File: src/rtl/vga_scan_if.sv
// Signal bundle between the raster controller (slave) and its drawing/DAC environment (master).
interface vga_scan_if;
   logic        pix_ce;
   logic        run;
   logic [7:0]  colorR;
   logic [7:0]  colorG;
   logic [7:0]  colorB;
   logic [9:0]  xPixel;
   logic [8:0]  yPixel;
   logic [7:0]  VGAr;
   logic [7:0]  VGAg;
   logic [7:0]  VGAb;
   logic        VGAhs;
   logic        VGAvs;
   logic        VGAblank_n;
   logic        frameStart;
   logic [15:0] frameCount;
   logic        busy;

   modport master (
      output pix_ce, run, colorR, colorG, colorB,
      input  xPixel, yPixel, VGAr, VGAg, VGAb, VGAhs, VGAvs, VGAblank_n,
             frameStart, frameCount, busy
   );

   modport slave (
      input  pix_ce, run, colorR, colorG, colorB,
      output xPixel, yPixel, VGAr, VGAg, VGAb, VGAhs, VGAvs, VGAblank_n,
             frameStart, frameCount, busy
   );
endinterface

File: src/rtl/vga_scan_controller.sv
// 640x480@60 raster sequencer with run/stop control and a one-pix_ce colour/sync pipeline.
// Optional macro TEST_PATTERN_EN replaces the colour inputs with an 8-bar test pattern.
module vga_scan_controller #(
   parameter int   H_ACTIVE = 640,
   parameter int   H_FP     = 16,
   parameter int   H_SYNC   = 96,
   parameter int   H_BP     = 48,
   parameter int   V_ACTIVE = 480,
   parameter int   V_FP     = 10,
   parameter int   V_SYNC   = 2,
   parameter int   V_BP     = 33,
   parameter logic SYNC_POL = 1'b0
) (
   input  logic      clk,
   input  logic      rst_n,
   vga_scan_if.slave bus
);
   localparam logic [9:0] H_LAST = 10'(H_ACTIVE + H_FP + H_SYNC + H_BP - 1);
   localparam logic [9:0] V_LAST = 10'(V_ACTIVE + V_FP + V_SYNC + V_BP - 1);
   localparam logic [9:0] H_VIS  = 10'(H_ACTIVE);
   localparam logic [9:0] V_VIS  = 10'(V_ACTIVE);
   localparam logic [9:0] HS_ON  = 10'(H_ACTIVE + H_FP);
   localparam logic [9:0] HS_OFF = 10'(H_ACTIVE + H_FP + H_SYNC);
   localparam logic [9:0] VS_ON  = 10'(V_ACTIVE + V_FP);
   localparam logic [9:0] VS_OFF = 10'(V_ACTIVE + V_FP + V_SYNC);

   typedef enum logic [1:0] {
      ST_IDLE  = 2'd0,
      ST_RUN   = 2'd1,
      ST_DRAIN = 2'd2
   } state_t;

   state_t      state_r;
   state_t      state_nx_s;
   logic [9:0]  h_cnt_r;
   logic [9:0]  v_cnt_r;
   logic [9:0]  h_nx_s;
   logic [9:0]  v_nx_s;
   logic [9:0]  x_pix_r;
   logic [8:0]  y_pix_r;
   logic [7:0]  vga_r_r;
   logic [7:0]  vga_g_r;
   logic [7:0]  vga_b_r;
   logic        hs_r;
   logic        vs_r;
   logic        blank_n_r;
   logic        frame_start_r;
   logic [15:0] frame_cnt_r;
   logic        busy_r;

   logic        scan_s;
   logic        frame_end_s;
   logic        act_s;
   logic        act_nx_s;
   logic        hs_act_s;
   logic        vs_act_s;
   logic        frame_start_s;
   logic        frame_wrap_s;
   logic [7:0]  pix_r_s;
   logic [7:0]  pix_g_s;
   logic [7:0]  pix_b_s;

`ifdef TEST_PATTERN_EN
   function automatic logic [2:0] bar_index(input logic [9:0] x);
      logic [2:0] idx;
      idx = 3'd0;
      for (int i = 1; i < 8; i++) begin
         idx = (x >= 10'(80 * i)) ? 3'(i) : idx;
      end
      return idx;
   endfunction

   logic [2:0] bar_s;

   // Vertical colour bars keyed off the presented column.
   always_comb begin
      bar_s   = bar_index(x_pix_r);
      pix_r_s = {8{bar_s[2]}};
      pix_g_s = {8{bar_s[1]}};
      pix_b_s = {8{bar_s[0]}};
   end
`else
   // Colour comes straight from the drawing logic for the presented pixel.
   always_comb begin
      pix_r_s = bus.colorR;
      pix_g_s = bus.colorG;
      pix_b_s = bus.colorB;
   end
`endif

   // Next-state and next-counter decode; "presented" means the pixel currently on xPixel/yPixel.
   always_comb begin
      state_nx_s  = state_r;
      h_nx_s      = h_cnt_r;
      v_nx_s      = v_cnt_r;
      scan_s      = (state_r != ST_IDLE);
      frame_end_s = (h_cnt_r == H_LAST) && (v_cnt_r == V_LAST);
      case (state_r)
         ST_IDLE: begin
            h_nx_s = 10'd0;
            v_nx_s = 10'd0;
            if (bus.run) begin
               state_nx_s = ST_RUN;
            end else begin
               state_nx_s = ST_IDLE;
            end
         end
         ST_RUN, ST_DRAIN: begin
            if (h_cnt_r == H_LAST) begin
               h_nx_s = 10'd0;
               if (v_cnt_r == V_LAST) begin
                  v_nx_s = 10'd0;
               end else begin
                  v_nx_s = v_cnt_r + 10'd1;
               end
            end else begin
               h_nx_s = h_cnt_r + 10'd1;
            end
            // run wins even on the frame-end pixel, so a late restart never drops to IDLE
            if (bus.run) begin
               state_nx_s = ST_RUN;
            end else if ((state_r == ST_DRAIN) && frame_end_s) begin
               state_nx_s = ST_IDLE;
            end else begin
               state_nx_s = ST_DRAIN;
            end
         end
         default: begin
            state_nx_s = ST_IDLE;
            h_nx_s     = 10'd0;
            v_nx_s     = 10'd0;
         end
      endcase
      act_s         = scan_s && (h_cnt_r < H_VIS) && (v_cnt_r < V_VIS);
      hs_act_s      = scan_s && (h_cnt_r >= HS_ON) && (h_cnt_r < HS_OFF);
      vs_act_s      = scan_s && (v_cnt_r >= VS_ON) && (v_cnt_r < VS_OFF);
      act_nx_s      = (state_nx_s != ST_IDLE) && (h_nx_s < H_VIS) && (v_nx_s < V_VIS);
      frame_start_s = (state_nx_s != ST_IDLE) && (!scan_s || frame_end_s);
      frame_wrap_s  = scan_s && frame_end_s;
   end

   // Raster state, presented-pixel coordinates and the aligned colour/sync output stage.
   always_ff @(posedge clk or negedge rst_n) begin
      if (!rst_n) begin
         state_r       <= ST_IDLE;
         h_cnt_r       <= 10'd0;
         v_cnt_r       <= 10'd0;
         x_pix_r       <= 10'd0;
         y_pix_r       <= 9'd0;
         vga_r_r       <= 8'd0;
         vga_g_r       <= 8'd0;
         vga_b_r       <= 8'd0;
         hs_r          <= ~SYNC_POL;
         vs_r          <= ~SYNC_POL;
         blank_n_r     <= 1'b0;
         frame_start_r <= 1'b0;
         frame_cnt_r   <= 16'd0;
         busy_r        <= 1'b0;
      end else if (bus.pix_ce) begin
         state_r       <= state_nx_s;
         h_cnt_r       <= h_nx_s;
         v_cnt_r       <= v_nx_s;
         x_pix_r       <= act_nx_s ? h_nx_s : 10'd0;
         y_pix_r       <= act_nx_s ? v_nx_s[8:0] : 9'd0;
         vga_r_r       <= act_s ? pix_r_s : 8'd0;
         vga_g_r       <= act_s ? pix_g_s : 8'd0;
         vga_b_r       <= act_s ? pix_b_s : 8'd0;
         hs_r          <= hs_act_s ? SYNC_POL : ~SYNC_POL;
         vs_r          <= vs_act_s ? SYNC_POL : ~SYNC_POL;
         blank_n_r     <= act_s;
         frame_start_r <= frame_start_s;
         busy_r        <= (state_nx_s != ST_IDLE);
         if (frame_wrap_s) begin
            frame_cnt_r <= frame_cnt_r + 16'd1;
         end
      end else begin
         frame_start_r <= 1'b0;
      end
   end

   assign bus.xPixel     = x_pix_r;
   assign bus.yPixel     = y_pix_r;
   assign bus.VGAr       = vga_r_r;
   assign bus.VGAg       = vga_g_r;
   assign bus.VGAb       = vga_b_r;
   assign bus.VGAhs      = hs_r;
   assign bus.VGAvs      = vs_r;
   assign bus.VGAblank_n = blank_n_r;
   assign bus.frameStart = frame_start_r;
   assign bus.frameCount = frame_cnt_r;
   assign bus.busy       = busy_r;
endmodule
File: src/flat_wrapper.sv
// flat-port wrapper written by rule: the top's interface ports become plain ports
module vga_scan_controller_flat 
#(
   parameter int   H_ACTIVE = 640,
   parameter int   H_FP     = 16,
   parameter int   H_SYNC   = 96,
   parameter int   H_BP     = 48,
   parameter int   V_ACTIVE = 480,
   parameter int   V_FP     = 10,
   parameter int   V_SYNC   = 2,
   parameter int   V_BP     = 33,
   parameter logic SYNC_POL = 1'b0
)
  (clk, rst_n, bus_pix_ce, bus_run, bus_colorR, bus_colorG, bus_colorB, bus_xPixel, bus_yPixel, bus_VGAr, bus_VGAg, bus_VGAb, bus_VGAhs, bus_VGAvs, bus_VGAblank_n, bus_frameStart, bus_frameCount, bus_busy);
  vga_scan_if bus_i ();
  input  logic clk;
  input  logic rst_n;
  input wire logic [$bits(bus_i.pix_ce)-1:0] bus_pix_ce;
  input wire logic [$bits(bus_i.run)-1:0] bus_run;
  input wire logic [$bits(bus_i.colorR)-1:0] bus_colorR;
  input wire logic [$bits(bus_i.colorG)-1:0] bus_colorG;
  input wire logic [$bits(bus_i.colorB)-1:0] bus_colorB;
  output wire logic [$bits(bus_i.xPixel)-1:0] bus_xPixel;
  output wire logic [$bits(bus_i.yPixel)-1:0] bus_yPixel;
  output wire logic [$bits(bus_i.VGAr)-1:0] bus_VGAr;
  output wire logic [$bits(bus_i.VGAg)-1:0] bus_VGAg;
  output wire logic [$bits(bus_i.VGAb)-1:0] bus_VGAb;
  output wire logic [$bits(bus_i.VGAhs)-1:0] bus_VGAhs;
  output wire logic [$bits(bus_i.VGAvs)-1:0] bus_VGAvs;
  output wire logic [$bits(bus_i.VGAblank_n)-1:0] bus_VGAblank_n;
  output wire logic [$bits(bus_i.frameStart)-1:0] bus_frameStart;
  output wire logic [$bits(bus_i.frameCount)-1:0] bus_frameCount;
  output wire logic [$bits(bus_i.busy)-1:0] bus_busy;
  assign bus_i.pix_ce = bus_pix_ce;
  assign bus_i.run = bus_run;
  assign bus_i.colorR = bus_colorR;
  assign bus_i.colorG = bus_colorG;
  assign bus_i.colorB = bus_colorB;
  assign bus_xPixel = bus_i.xPixel;
  assign bus_yPixel = bus_i.yPixel;
  assign bus_VGAr = bus_i.VGAr;
  assign bus_VGAg = bus_i.VGAg;
  assign bus_VGAb = bus_i.VGAb;
  assign bus_VGAhs = bus_i.VGAhs;
  assign bus_VGAvs = bus_i.VGAvs;
  assign bus_VGAblank_n = bus_i.VGAblank_n;
  assign bus_frameStart = bus_i.frameStart;
  assign bus_frameCount = bus_i.frameCount;
  assign bus_busy = bus_i.busy;
  vga_scan_controller #(.H_ACTIVE(H_ACTIVE), .H_FP(H_FP), .H_SYNC(H_SYNC), .H_BP(H_BP), .V_ACTIVE(V_ACTIVE), .V_FP(V_FP), .V_SYNC(V_SYNC), .V_BP(V_BP), .SYNC_POL(SYNC_POL)) u_core (.clk(clk), .rst_n(rst_n), .bus(bus_i));
endmodule
File: config.mk
export PLATFORM = sky130hd
export DESIGN_NAME = vga_scan_controller_flat
export DESIGN_NICKNAME = d
export VERILOG_FILES = /design/src/rtl/vga_scan_if.sv /design/src/rtl/vga_scan_controller.sv /design/src/flat_wrapper.sv
export SDC_FILE = /design/constraint.sdc
export NUM_CORES = 1
export LEC_CHECK = 0
export BUFFER_PORTS_ARGS = -buffer_cell sky130_fd_sc_hd__buf_2
export CORE_UTILIZATION = 45
export DETAILED_ROUTE_END_ITERATION = 6
export PLACE_DENSITY_LB_ADDON = 0.1
export SYNTH_ARGS = -nofsm -noshare
export SYNTH_HDL_FRONTEND = slang
export SYNTH_SLANG_ARGS = --single-unit
File: constraint.sdc
create_clock -name clk -period 3 [get_ports clk]
set_input_delay 0.6 -clock clk [delete_from_list [all_inputs] [get_ports clk]]
set_output_delay 0.6 -clock clk [all_outputs]
set_load 0.005 [all_outputs]
Word level (Yosys, flattened, before mapping) --
Index checks and enable logic that the tools add are counted. W data, S select, Z words.
Word-level totals: bits of input ports 28, bits in registers 86, output and inout bits 64
Cells by class: add/subtract/negate cells 3, mux-type cells 17, equality and inequality tests 4, magnitude comparators 8, reductions and logical operators 19
Operator list (number):
- $mux W10 | 6
- $lt A10 B10 Y1 const B | 3
- $lt A10 B9 Y1 const B | 3
- $mux W8 | 3
- $add A10 B1 Y10 const B | 2
- $eq A10 B10 Y1 const B | 2
- $add A16 B1 Y16 const B | 1
- $logic_and A1 B1 Y1 | 12
- $ge A10 B10 Y1 const B | 1
- $ge A10 B9 Y1 const B | 1
- $mux W9 | 1
- $mux W1 | 4
- $mux W2 | 2
- $pmux W2 S2 | 1
- $reduce_bool A2 Y1 | 2
- $eq A2 B1 Y1 const B | 1
- $eq A2 B2 Y1 const B | 1
- $logic_not A2 Y1 | 1
- $reduce_and A2 Y1 | 1
- $reduce_or A2 Y1 | 1
- $logic_not A1 Y1 | 1
- $logic_or A1 B1 Y1 | 1

Logic depth before layout (Yosys ltp) --
depth in word-level cells 10, mapped depth 9, gate-level depth less buffers 8

Worst setup path before layout --
Ideal clock, no wire load.
path kind flip-flop to flip-flop, from register u_core.h_cnt_r[7], to register u_core.frame_cnt_r[13], in the netlist u_core.bus.frameCount[13], setup slack 0.285 ns, data required time 2.876 ns, stages on the path, launching flop included 9, arrival time 2.591 ns, cell sequence dfrtp_1 buf_6 or3b_4 or3_4 buf_6 or4_4 buf_6 or3_4 xnor2_2
Between the ends: longest elaborated chain between the ends 4
Ends and longest elaborated chain:
- start: declaration | line vga_scan_controller.sv:35 | logic [9:0] h_cnt_r;
- start signal: assignment | line vga_scan_controller.sv:161 | h_cnt_r <= h_nx_s;
- $eq A10 B10 Y1 | line vga_scan_controller.sv:97 | frame_end_s = (h_cnt_r == H_LAST) && (v_cnt_r == V_LAST);
- $logic_and A1 B1 Y1 | line vga_scan_controller.sv:97
- $logic_and A1 B1 Y1 | line vga_scan_controller.sv:139 | frame_wrap_s = scan_s && frame_end_s;
- $reduce_and A2 Y1 (no source line)
- end signal: assignment | line vga_scan_controller.sv:174 | frame_cnt_r <= frame_cnt_r + 16'd1;
- end: declaration | line vga_scan_controller.sv:48 | logic [15:0] frame_cnt_r;
No other way between the ends. A chain may end at the register's enable or synchronous reset.

Final worst setup path --
from register u_core.h_cnt_r[7], to register u_core.y_pix_r[4], in the netlist u_core.bus.yPixel[4]
Between the ends: longest elaborated chain between the ends 10, elaborated cells on any way between the ends 17
Ends and longest elaborated chain:
- branches (longest 9 deep; another with $add A10 B1 Y10)
- $mux W9 (*) | line vga_scan_controller.sv:164 | y_pix_r <= act_nx_s ? v_nx_s[8:0] : 9'd0;
- end signal: assignment | line vga_scan_controller.sv:164
- end: declaration | line vga_scan_controller.sv:40 | logic [8:0] y_pix_r;
Mark *: on every way between the ends.

==> flow_metrics.py <==
metrics = {
    "status": {
        "status": "complete, but fails checks",
        "violations": "design-rule violations",
    },
    "die": {
        "die-width_um": 97.9,
        "die_area_mm2": 0.00959,
        "fp.dieH_um": 97.9,
        "initial_core_util_pct": 47.0,
        "core_mm2": 0.00881,
        "rows": 34,
        "io_pins": 92,
    },
    "routing": {
        "first_pass_iters": 6,
        "vias": 3306,
        "antenna_left": 0,
        "wire_per_inst_um": 15.8,
        "drc": 4,
        "drt_iter0_markers": 167,
        "viasPerCell": 5.52,
        "wl_um": 9440,
    },
    "synthesis": {
        "synth_edf_count": 0,
        "syn_nets": 432,
        "ys_seq_area_share_pct": 52.0,
        "post-synth-top-area-cell": "dfrtp_1",
        "synth_top_area_share_pct": 50.8,
        "synth_area_leaders": "dfrtp_1 (51%), a22o_1 (5.3%), xnor2_1 (4.9%)",
        "avgSynthCellArea_um2": 10.5,
        "synth_common_cells": "dfrtp_1 (84), nand2_1 (50), a22o_1 (25)",
        "ys.flop_type": "dfrtp_1",
        "yosysWarningCount": 0,
        "syn_inst": 395,
        "async_flop_share_pct": 100,
        "mappedNetlistArea_mm2": 0.00414,
        "synth_seq_cells": 86,
        "ys_types": 50,
        "synth.most_common_cell": "dfrtp_1",
    },
    "cts": {
        "htree_levels": 3,
        "cts_tree": "yes",
        "cts_setup_buffers": 0,
        "cts_buffer_depth": 2,
        "cts_resized": 0,
        "clkLatencyLatePin_ps": 360,
        "cts.clk_slew.worst_paths_ps": 90,
        "cts_buffers": 9,
        "holdBufCountCts": 0,
        "cts_sinks": 86,
        "cts-root-buf": "clkbuf_8",
    },
    "worst_setup_path": {
        "critPathKind": "register to register",
        "worstPathRequired_ps": 3250,
        "cp_max_fo": 19,
        "cp_common_cell": "buf_4",
        "critPathTopFamily": "simple AND/OR/NAND/NOR gates",
        "cpPeakStageDelay_ps": 490,
        "critPathLaunchType": "register",
        "end_kind": "register",
        "critPathBufInv": 2,
        "slowest_stage": "or3_4",
        "cp_cell_sequence": "or3b_4 -> or3_4 -> o21ai_0 -> buf_4 -> a21oi_1 -> nor4b_4 -> buf_4 -> o41ai_1",
        "arrival_ps": 2940,
    },
    "sta": {
        "drv_slew": 0,
        "setup_viol": 0,
        "finalHoldViolCount": 0,
        "period_minus_slack_ps": 2690,
        "tns_ps": 0,
        "skew_ps": 13.5,
        "slew_headroom_pct": 46.0,
        "tightest_slew_ps": 808,
        "grt_setup_unrepaired": "no",
        "finalCritPeriodShare_pct": 89.7,
        "max_freq_mhz": 372,
    },
    "worst_hold_path": {
        "min_path_type": "input pin to async pin",
    },
    "global_routing": {
        "grt_max_degree": 52,
        "grt_pass1_wl_um": 16200,
        "grt_pass1_vias": 3261,
        "grt-ovfl-total": 0,
        "grt_usage_pct": 21.2,
        "grt_antenna_before_repair": 0,
    },
    "finish": {
        "final_nets": 524,
        "insertedDiodeCount": 0,
        "area_growth_pct": 19.2,
        "fill_cells": 816,
        "seqCellArea_mm2": 0.00215,
        "multi_input_area_mm2": 0.00180,
        "drive_above_1_share_pct": 27.5,
    },
    "pwr": {
        "p_total_mw": 2.83,
        "leakagePower_nw": 2.39,
        "powerDensity_mw_per_mm2": 573,
        "peakVddDrop_v": 0.000280,
    },
    "placement": {
        "io_buffer_count": 91,
        "gp_congestion": 0.809,
        "hpwl_um": 6580,
    },
    "flow_run": {
        "max_cap_violations": 0,
    },
}
-- worst register-to-register path, cell delays in order, from the launching register on --
cell	delay (ps)
dfrtp_1	470
or3b_4	440
or3_4	490
o21ai_0	250
buf_4	170
a21oi_1	40
nor4b_4	130
buf_4	220
o41ai_1	380
-- layout by cell type (no fill, tap or decap), drive strengths merged, types with 10 or more instances in the layout --
master  synthesis  layout
buf             5     105
dfrtp          84      84
nand2          50      50
a22o           25      25
xnor2          24      24
o21ai          23      23
inv            20      21
nor2           18      18
o41ai          15      15
nand3          13      13
clkbuf         19      10
-- path summary, 6_finish.rpt --
| check | start | endpoint | slack [ps] | cells after the start |
|---|---|---|---|---|
| setup / recovery | u_core.h_cnt_r[7]$_DFFE_PN0P_ | u_core.bus.yPixel[4]$_DFFE_PN0P_ | 310 | 8 |
| setup reg to reg | u_core.h_cnt_r[7]$_DFFE_PN0P_ | u_core.bus.yPixel[4]$_DFFE_PN0P_ | 310 | 8 |
| max in group asynchronous | rst_n | u_core.bus.VGAvs$_DFFE_PN1P_ | 2020 | 2 |
| hold reg to reg | u_core.bus.yPixel[6]$_DFFE_PN0P_ | u_core.bus.yPixel[6]$_DFFE_PN0P_ | 480 | 2 |
| min in group clk | bus_colorB[0] | u_core.bus.VGAb[0]$_DFFE_PN0P_ | 450 | 2 |
| hold / removal | rst_n | u_core.bus.yPixel[8]$_DFFE_PN0P_ | 230 | 1 |
-- metrics by stage --
stage                     utilization (%)  area (um2)  instances  setup WS [ps]  hold WS [ps]
after floorplan                         -        4140        395            285           304
after global placement               53.7        4730        584            377           455
after detailed placement             53.7        4730        584            289           459
after CTS                            56.1        4940        599            297           248
after global routing                 56.1        4940        599            150           267
final                                56.1        4940        599            310           231
-- kinds of logic after synthesis --
logic type	Yosys count	share of synthesized area (%)
and+or+nand+nor	131	16.6
DFF	86	52.0
xor gates and xnor gates	31	6.74
buffers and inverters	45	4.74
AOI/OAI and AO/OA	87	15.6
muxes	6	1.51
adders and majority gates	9	2.72
-- cell type report --
| type | count | share of cell area (%) |
|---|---|---|
| flip-flops and latches | 86 | 43.6 |
| multi-input cells | 264 | 36.4 |
| repair buffers | 105 | 11.4 |
| well taps | 108 | 2.74 |
| clock buffers | 10 | 2.58 |
| clock inverters | 5 | 1.67 |
| inverters | 21 | 1.60 |
-- power breakdown --
| group | switching (mW) | internal (mW) | total (mW) |
|---|---|---|---|
| Sequential | 0.0717 | 1.28 | 1.35 |
| Clock | 0.415 | 0.468 | 0.883 |
| Combinational | 0.349 | 0.248 | 0.597 |
| Total | 0.836 | 1.99 | 2.83 |
-- sequential cells by signal (all words and copies together), names as in the netlist --
name                   flops
u_core.bus.yPixel          9
u_core.bus.VGAr            8
u_core.h_cnt_r            10
u_core.bus.busy            1
u_core.bus.VGAhs           1
u_core.v_cnt_r            10
u_core.bus.frameStart      1
u_core.bus.VGAvs           1
u_core.bus.VGAb            8
u_core.bus.frameCount     16
u_core.bus.xPixel         10
u_core.state_r             2
u_core.bus.VGAblank_n      1
u_core.bus.VGAg            8
-- metal layers --
| layer | GRT usage (%) | part of all wire (%) | vias up |
|---|---|---|---|
| li1 | - | - | 1587 |
| met1 | 29.2 | 46 | 1626 |
| met2 | 33.6 | 48 | 82 |
| met3 | 3.58 | 4.4 | 11 |
| met4 | 7.69 | 1.4 | 0 |
| met5 | 0 | 0 | - |
Power figures use the tool's default switching activity.
